==> src/rtl/nfc_cmd_queue_if.sv <==
// rtl/nfc_cmd_queue_if.sv - push and transfer-request signal bundle for the NFC command queue
interface nfc_cmd_queue_if;
    logic [47:0] nfc_lba;
    logic [23:0] nfc_len;
    logic [15:0] nfc_opcode;
    logic        nfc_valid;

    logic        cmd_valid;
    logic        cmd_ready;
    logic [47:0] cmd_lba;
    logic [23:0] cmd_len;
    logic [15:0] cmd_opcode;
    logic        cmd_first;
    logic        cmd_last;

    // Environment side: drives commands in, consumes transfer requests.
    modport master (
        output nfc_lba, nfc_len, nfc_opcode, nfc_valid, cmd_ready,
        input  cmd_valid, cmd_lba, cmd_len, cmd_opcode, cmd_first, cmd_last
    );

    // Queue side.
    modport slave (
        input  nfc_lba, nfc_len, nfc_opcode, nfc_valid, cmd_ready,
        output cmd_valid, cmd_lba, cmd_len, cmd_opcode, cmd_first, cmd_last
    );
endinterface

==> src/rtl/nfc_cmd_queue.sv <==
// rtl/nfc_cmd_queue.sv - NFC command FIFO with per-transfer splitting toward the flash controller
module nfc_cmd_queue #(
    parameter int DEPTH    = 8,
    parameter int MAX_XFER = 256,
    localparam int CW      = $clog2(DEPTH) + 1
) (
    input  logic          S_AXI_ACLK,
    input  logic          S_AXI_ARESETN,
    nfc_cmd_queue_if.slave bus,
    input  logic          err_clr,
    output logic [CW-1:0] q_count,
    output logic          q_full,
    output logic          q_empty,
    output logic          busy,
    output logic          overflow_err,
    output logic          zero_len_err
);
    localparam int          AW      = $clog2(DEPTH);
    localparam logic [23:0] MAX_LEN = MAX_XFER[23:0];

    typedef enum logic {IDLE, ISSUE} state_t;

    state_t        state, state_next;
    logic [87:0]   mem [DEPTH];
    logic [AW-1:0] wr_ptr, rd_ptr;
    logic [CW-1:0] count;

    logic [47:0]   cur_lba;
    logic [23:0]   rem;
    logic [15:0]   cur_op;
    logic          first;

    logic [87:0]   head;
    logic [47:0]   head_lba;
    logic [23:0]   head_len;
    logic [15:0]   head_op;

    logic          pop, load, advance, zero_drop, push_ok, xfer_last;

    assign head     = mem[rd_ptr];
    assign head_lba = head[47:0];
    assign head_len = head[71:48];
    assign head_op  = head[87:72];

    assign q_count  = count;
    assign q_full   = (count == CW'(DEPTH));
    assign q_empty  = (count == '0);
    assign busy     = (state != IDLE) || !q_empty;

    // A full queue still accepts a push when the same edge pops the head.
    assign push_ok   = bus.nfc_valid && (!q_full || pop);
    assign xfer_last = (rem <= MAX_LEN);

    // FIFO storage; contents need no reset because occupancy gates every read.
    always_ff @(posedge S_AXI_ACLK) begin
        if (push_ok) begin
            mem[wr_ptr] <= {bus.nfc_opcode, bus.nfc_len, bus.nfc_lba};
        end
    end

    // FIFO pointers and occupancy.
    always_ff @(posedge S_AXI_ACLK or negedge S_AXI_ARESETN) begin
        if (!S_AXI_ARESETN) begin
            wr_ptr <= '0;
            rd_ptr <= '0;
            count  <= '0;
        end else begin
            if (push_ok) wr_ptr <= wr_ptr + AW'(1);
            if (pop)     rd_ptr <= rd_ptr + AW'(1);
            if (push_ok && !pop)      count <= count + CW'(1);
            else if (!push_ok && pop) count <= count - CW'(1);
        end
    end

    // FSM state register.
    always_ff @(posedge S_AXI_ACLK or negedge S_AXI_ARESETN) begin
        if (!S_AXI_ARESETN) state <= IDLE;
        else                state <= state_next;
    end

    // Next state, pop/advance strobes and transfer-request outputs.
    always_comb begin
        state_next     = state;
        pop            = 1'b0;
        load           = 1'b0;
        advance        = 1'b0;
        zero_drop      = 1'b0;
        bus.cmd_valid  = 1'b0;
        bus.cmd_lba    = '0;
        bus.cmd_len    = '0;
        bus.cmd_opcode = '0;
        bus.cmd_first  = 1'b0;
        bus.cmd_last   = 1'b0;
        case (state)
            IDLE: begin
                if (count != '0) begin
                    pop = 1'b1;
                    if (head_len != '0) begin
                        load       = 1'b1;
                        state_next = ISSUE;
                    end else begin
                        zero_drop = 1'b1;
                    end
                end
            end
            ISSUE: begin
                bus.cmd_valid  = 1'b1;
                bus.cmd_lba    = cur_lba;
                bus.cmd_len    = xfer_last ? rem : MAX_LEN;
                bus.cmd_opcode = cur_op;
                bus.cmd_first  = first;
                bus.cmd_last   = xfer_last;
                if (bus.cmd_ready) begin
                    if (xfer_last) state_next = IDLE;
                    else           advance    = 1'b1;
                end
            end
            default: state_next = IDLE;
        endcase
    end

    // Current-command registers: loaded on pop, stepped on each non-final handshake.
    always_ff @(posedge S_AXI_ACLK or negedge S_AXI_ARESETN) begin
        if (!S_AXI_ARESETN) begin
            cur_lba <= '0;
            rem     <= '0;
            cur_op  <= '0;
            first   <= 1'b0;
        end else if (load) begin
            cur_lba <= head_lba;
            rem     <= head_len;
            cur_op  <= head_op;
            first   <= 1'b1;
        end else if (advance) begin
            cur_lba <= cur_lba + 48'(MAX_XFER);
            rem     <= rem - MAX_LEN;
            first   <= 1'b0;
        end
    end

    // Sticky error flags; a clear wins over a same-edge set.
    always_ff @(posedge S_AXI_ACLK or negedge S_AXI_ARESETN) begin
        if (!S_AXI_ARESETN) begin
            overflow_err <= 1'b0;
            zero_len_err <= 1'b0;
        end else if (err_clr) begin
            overflow_err <= 1'b0;
            zero_len_err <= 1'b0;
        end else begin
            if (bus.nfc_valid && !push_ok) overflow_err <= 1'b1;
            if (zero_drop)                 zero_len_err <= 1'b1;
        end
    end
endmodule
==> src/flat_wrapper.sv <==
// flat-port wrapper written by rule: the top's interface ports become plain ports
module nfc_cmd_queue_flat 
#(
    parameter int DEPTH    = 8,
    parameter int MAX_XFER = 256,
    localparam int CW      = $clog2(DEPTH) + 1
)
  (S_AXI_ACLK, S_AXI_ARESETN, err_clr, q_count, q_full, q_empty, busy, overflow_err, zero_len_err, bus_nfc_lba, bus_nfc_len, bus_nfc_opcode, bus_nfc_valid, bus_cmd_ready, bus_cmd_valid, bus_cmd_lba, bus_cmd_len, bus_cmd_opcode, bus_cmd_first, bus_cmd_last);
  nfc_cmd_queue_if bus_i ();
  input  logic S_AXI_ACLK;
  input  logic S_AXI_ARESETN;
  input  logic err_clr;
  output logic [CW-1:0] q_count;
  output logic q_full;
  output logic q_empty;
  output logic busy;
  output logic overflow_err;
  output logic zero_len_err;
  input wire logic [$bits(bus_i.nfc_lba)-1:0] bus_nfc_lba;
  input wire logic [$bits(bus_i.nfc_len)-1:0] bus_nfc_len;
  input wire logic [$bits(bus_i.nfc_opcode)-1:0] bus_nfc_opcode;
  input wire logic [$bits(bus_i.nfc_valid)-1:0] bus_nfc_valid;
  input wire logic [$bits(bus_i.cmd_ready)-1:0] bus_cmd_ready;
  output wire logic [$bits(bus_i.cmd_valid)-1:0] bus_cmd_valid;
  output wire logic [$bits(bus_i.cmd_lba)-1:0] bus_cmd_lba;
  output wire logic [$bits(bus_i.cmd_len)-1:0] bus_cmd_len;
  output wire logic [$bits(bus_i.cmd_opcode)-1:0] bus_cmd_opcode;
  output wire logic [$bits(bus_i.cmd_first)-1:0] bus_cmd_first;
  output wire logic [$bits(bus_i.cmd_last)-1:0] bus_cmd_last;
  assign bus_i.nfc_lba = bus_nfc_lba;
  assign bus_i.nfc_len = bus_nfc_len;
  assign bus_i.nfc_opcode = bus_nfc_opcode;
  assign bus_i.nfc_valid = bus_nfc_valid;
  assign bus_i.cmd_ready = bus_cmd_ready;
  assign bus_cmd_valid = bus_i.cmd_valid;
  assign bus_cmd_lba = bus_i.cmd_lba;
  assign bus_cmd_len = bus_i.cmd_len;
  assign bus_cmd_opcode = bus_i.cmd_opcode;
  assign bus_cmd_first = bus_i.cmd_first;
  assign bus_cmd_last = bus_i.cmd_last;
  nfc_cmd_queue #(.DEPTH(DEPTH), .MAX_XFER(MAX_XFER)) u_core (.S_AXI_ACLK(S_AXI_ACLK), .S_AXI_ARESETN(S_AXI_ARESETN), .bus(bus_i), .err_clr(err_clr), .q_count(q_count), .q_full(q_full), .q_empty(q_empty), .busy(busy), .overflow_err(overflow_err), .zero_len_err(zero_len_err));
endmodule
==> config.mk <==
export PLATFORM = sky130hd
export DESIGN_NAME = nfc_cmd_queue_flat
export DESIGN_NICKNAME = d
export VERILOG_FILES = /design/src/rtl/nfc_cmd_queue_if.sv /design/src/rtl/nfc_cmd_queue.sv /design/src/flat_wrapper.sv
export SDC_FILE = /design/constraint.sdc
export NUM_CORES = 1
export LEC_CHECK = 0
export ABC_AREA = 0
export CAP_MARGIN = 20
export CELL_PAD_IN_SITES_DETAIL_PLACEMENT = 1
export CELL_PAD_IN_SITES_GLOBAL_PLACEMENT = 2
export CORE_ASPECT_RATIO = 0.8
export CORE_MARGIN = 4
export CORE_UTILIZATION = 49
export DETAILED_ROUTE_END_ITERATION = 10
export DONT_BUFFER_PORTS = 1
export MAX_ROUTING_LAYER = met4
export PLACE_DENSITY_LB_ADDON = 0.1
export SLEW_MARGIN = 20
export SYNTH_ARGS = -nofsm -noshare
export SYNTH_HDL_FRONTEND = slang
export SYNTH_SLANG_ARGS = --single-unit
==> constraint.sdc <==
create_clock -name S_AXI_ACLK -period 8.53 [get_ports S_AXI_ACLK]
set_input_delay 1.706 -clock S_AXI_ACLK [delete_from_list [all_inputs] [get_ports S_AXI_ACLK]]
set_output_delay 1.706 -clock S_AXI_ACLK [all_outputs]
set_load 0.05 [all_outputs]
==> out/metrics.cfg <==
[status]
status=finished clean

[floorplan]
die_y_um=237.4
ios=193
fp.dieW_um=294.7
initial_core_util_pct=49.88
rows=83
die-area_um2=69940
core_area_um2=64590

[cts]
cts-resized-gates=0
cts.path.max_buffers=3
cts_tree=yes
cts_buffers=80
cts_setup_buffers=0
cts.sinks=806
h-tree-depth=3
clk_latency_ns=0.63
hold_buffers=0
cts_root_buf=clkbuf_16
path_clk_slew_ns=0.06

[place]
gp_congestion=0.7815
dpl_cell_area_um2=33190
hpwlAfterDp_um=44040
io_buffer_count=0

[yosys]
async_flop_share_pct=12.66
synth_top_area_share_pct=65.62
synth_common_cells=edfxtp_1 (704), mux4_2 (170), dfrtp_1 (102), nand2_1 (75), mux2i_1 (70)
syn_area_um2=32220
synthFlopType=edfxtp_1
yosys_register_bits=806
synthTopCellsByArea=edfxtp_1 (66%), mux4_2 (12%), dfrtp_1 (7.9%), mux2i_1 (2.2%), and2_1 (1.3%)
yosys_warnings=0
synth_top_cell_by_area=edfxtp_1
synth_edf_count=704
avgSynthCellArea_um2=18.75
synth_cell_type_count=65
netlist_instances=1718
synth_seq_area_share_pct=73.54
synth_most_common_cell=edfxtp_1

[route]
met3_length_um=5283
top_layer=met4
dr_total_vias=16050
dr.pass1.iters=5
met2WireLength_um=36680
antenna_left=0
drtIter0Drc=1148
drc=0
routedLengthMet1_um=33860
route.detailed.wl_per_inst_um=29.01
vias_per_cell=6.042
routed_wl_um=77050

[timing]
slew_viol_final=0
max_freq_ghz=0.1952
rsz0062_at_grt=false
finalHoldViolations=0
fin_crit_ns=5.122
finalCritPeriodShare_pct=60.05
fin_tns_setup_ns=0
skew_ns=0.01878
setup_violations=0
worst_pin_slew_ns=1.117
relSlewSlack_pct=25.53

[global_routing]
grt.overflow.total=0
grt_first_pass_wirelength_um=115100
grt_pass1_vias=17070
antenna_found_initial=2
grt_max_degree=131
grt_usage_pct=23.12

[pwr]
ir_drop_uv=160.5
powerDensity_nw_per_um2=266.9
power.static_leakage_nw=11.28

[finish]
areaGrowthSynthToFinish_pct=10.86
fin_area_um2=35720
fillers=5660
drive_above_1_share_pct=19.35
finish.utilization_pct=55.30
fin_nets=1841

[setup_path]
crit_path_end_kind=primary output
startpoint_type=register
path_class=reg2out
arrival_ns=3.42
required_ns=6.82
reg2reg_depth=9
critPathMaxFanout=11

[job]
cap_violations=0

[worst_hold_path]
hold_depth=2
min_path_type=reg2reg

==> metrics by stage <==
stage	cells	hold slack, ns	setup WS [ns]	power (mW)
3_3_place_gp	2507	0.4568	3.520	6.198
6_report	2656	0.4712	3.408	9.533
3_5_place_dp	2507	0.4607	3.416	6.245
4_1_cts	2654	0.4755	3.404	9.646
2_1_floorplan	1731	0.4389	2.042	5.855
5_1_grt	2654	0.5040	3.144	9.924
==> power breakdown <==
part,leakage (nW),switching [mW],internal [mW]
Sequential,7.64,0.236,4.90
Combinational,2.41,0.725,0.283
Clock,1.23,1.46,1.94
Total,11.3,2.42,7.12
==> placed cells by master (no fill, tap or decap), drive strengths merged, types with 6 or more instances in the layout <==
cell    Yosys  final
xnor2      19     19
nand4      11     11
nand2b      6      6
inv        13     17
nor2b      23     23
nand2      75     75
a211oi     25     25
a31oi       8      8
buf        64     29
and3       18     18
o21ai      54     54
dfrtp     102    102
nor2       40     40
edfxtp    704    704
nor4        7      7
conb        1     14
clkbuf     39    111
and2       67     67
or4         8      8
xor2       20     20
mux2i      70     70
mux2       14     14
ha          8      8
nor3       27     27
mux4      170    170
a21oi      31     31
clkinv      1     27
nand3      29     29
==> metal layers <==
layer | vias up | track usage (%)
li1 | 6900 | -
met1 | 8639 | 32.25
met2 | 417 | 35.46
met3 | 91 | 5.633
met4 | 0 | 4.529
met5 | - | -
==> logic make-up after synthesis <==
kind of cell	synth area share [%]
flip-flops	73.54
AND/OR/NAND/NOR	5.511
multiplexers	14.55
AO/OA/AOI/OAI	3.196
buffers and inverters	1.763
XOR/XNOR	1.060
adder cells (fa/ha/maj)	0.3728
other	0.01164
==> worst max-delay path, cell delays in order (launching register included) <==
cell      delay, ns
dfrtp_1        0.43
or3_1          0.49
or4_1          0.56
a211oi_2       0.51
buf_4          0.28
and3_1         0.51
==> final timing paths <==
path,endpoint,slack (ns),start
worst max-delay path,bus_cmd_len[2],3.41,u_core.rem[16]
worst min-delay path,u_core.first,0.47,u_core.first
worst max register to register,u_core.cur_lba[32],3.57,u_core.rd_ptr[1]
worst min register to register,u_core.first,0.47,u_core.first
max in group asynchronous,u_core.cur_lba[31],7.46,S_AXI_ARESETN
min in group asynchronous,u_core.rem[4],0.78,S_AXI_ARESETN
==> flip-flops by register name, summed over array words and instances, names as in the netlist <==
signal               count
u_core.wr_ptr            3
u_core.q_count           4
u_core.mem             704
u_core.rem              24
u_core.first             1
u_core.overflow_err      1
u_core.cur_lba          48
u_core.cur_op           16
u_core.rd_ptr            3
u_core.zero_len_err      1
u_core.state             1
==> layout make-up <==
type                            instances  area (um^2)  area share (%)
Sequential cell                       806        23710           66.37
Multi-Input combinational cell        808         8110           22.71
Clock buffer                          111         2200           6.158
Tap cell                              850         1064           2.978
Clock inverter                         36        324.1          0.9073
Timing Repair Buffer                   29        255.2          0.7146
Inverter                               14        52.55          0.1471
Antenna cell                            2        5.005         0.01401
Power figures use the tool's default switching activity.
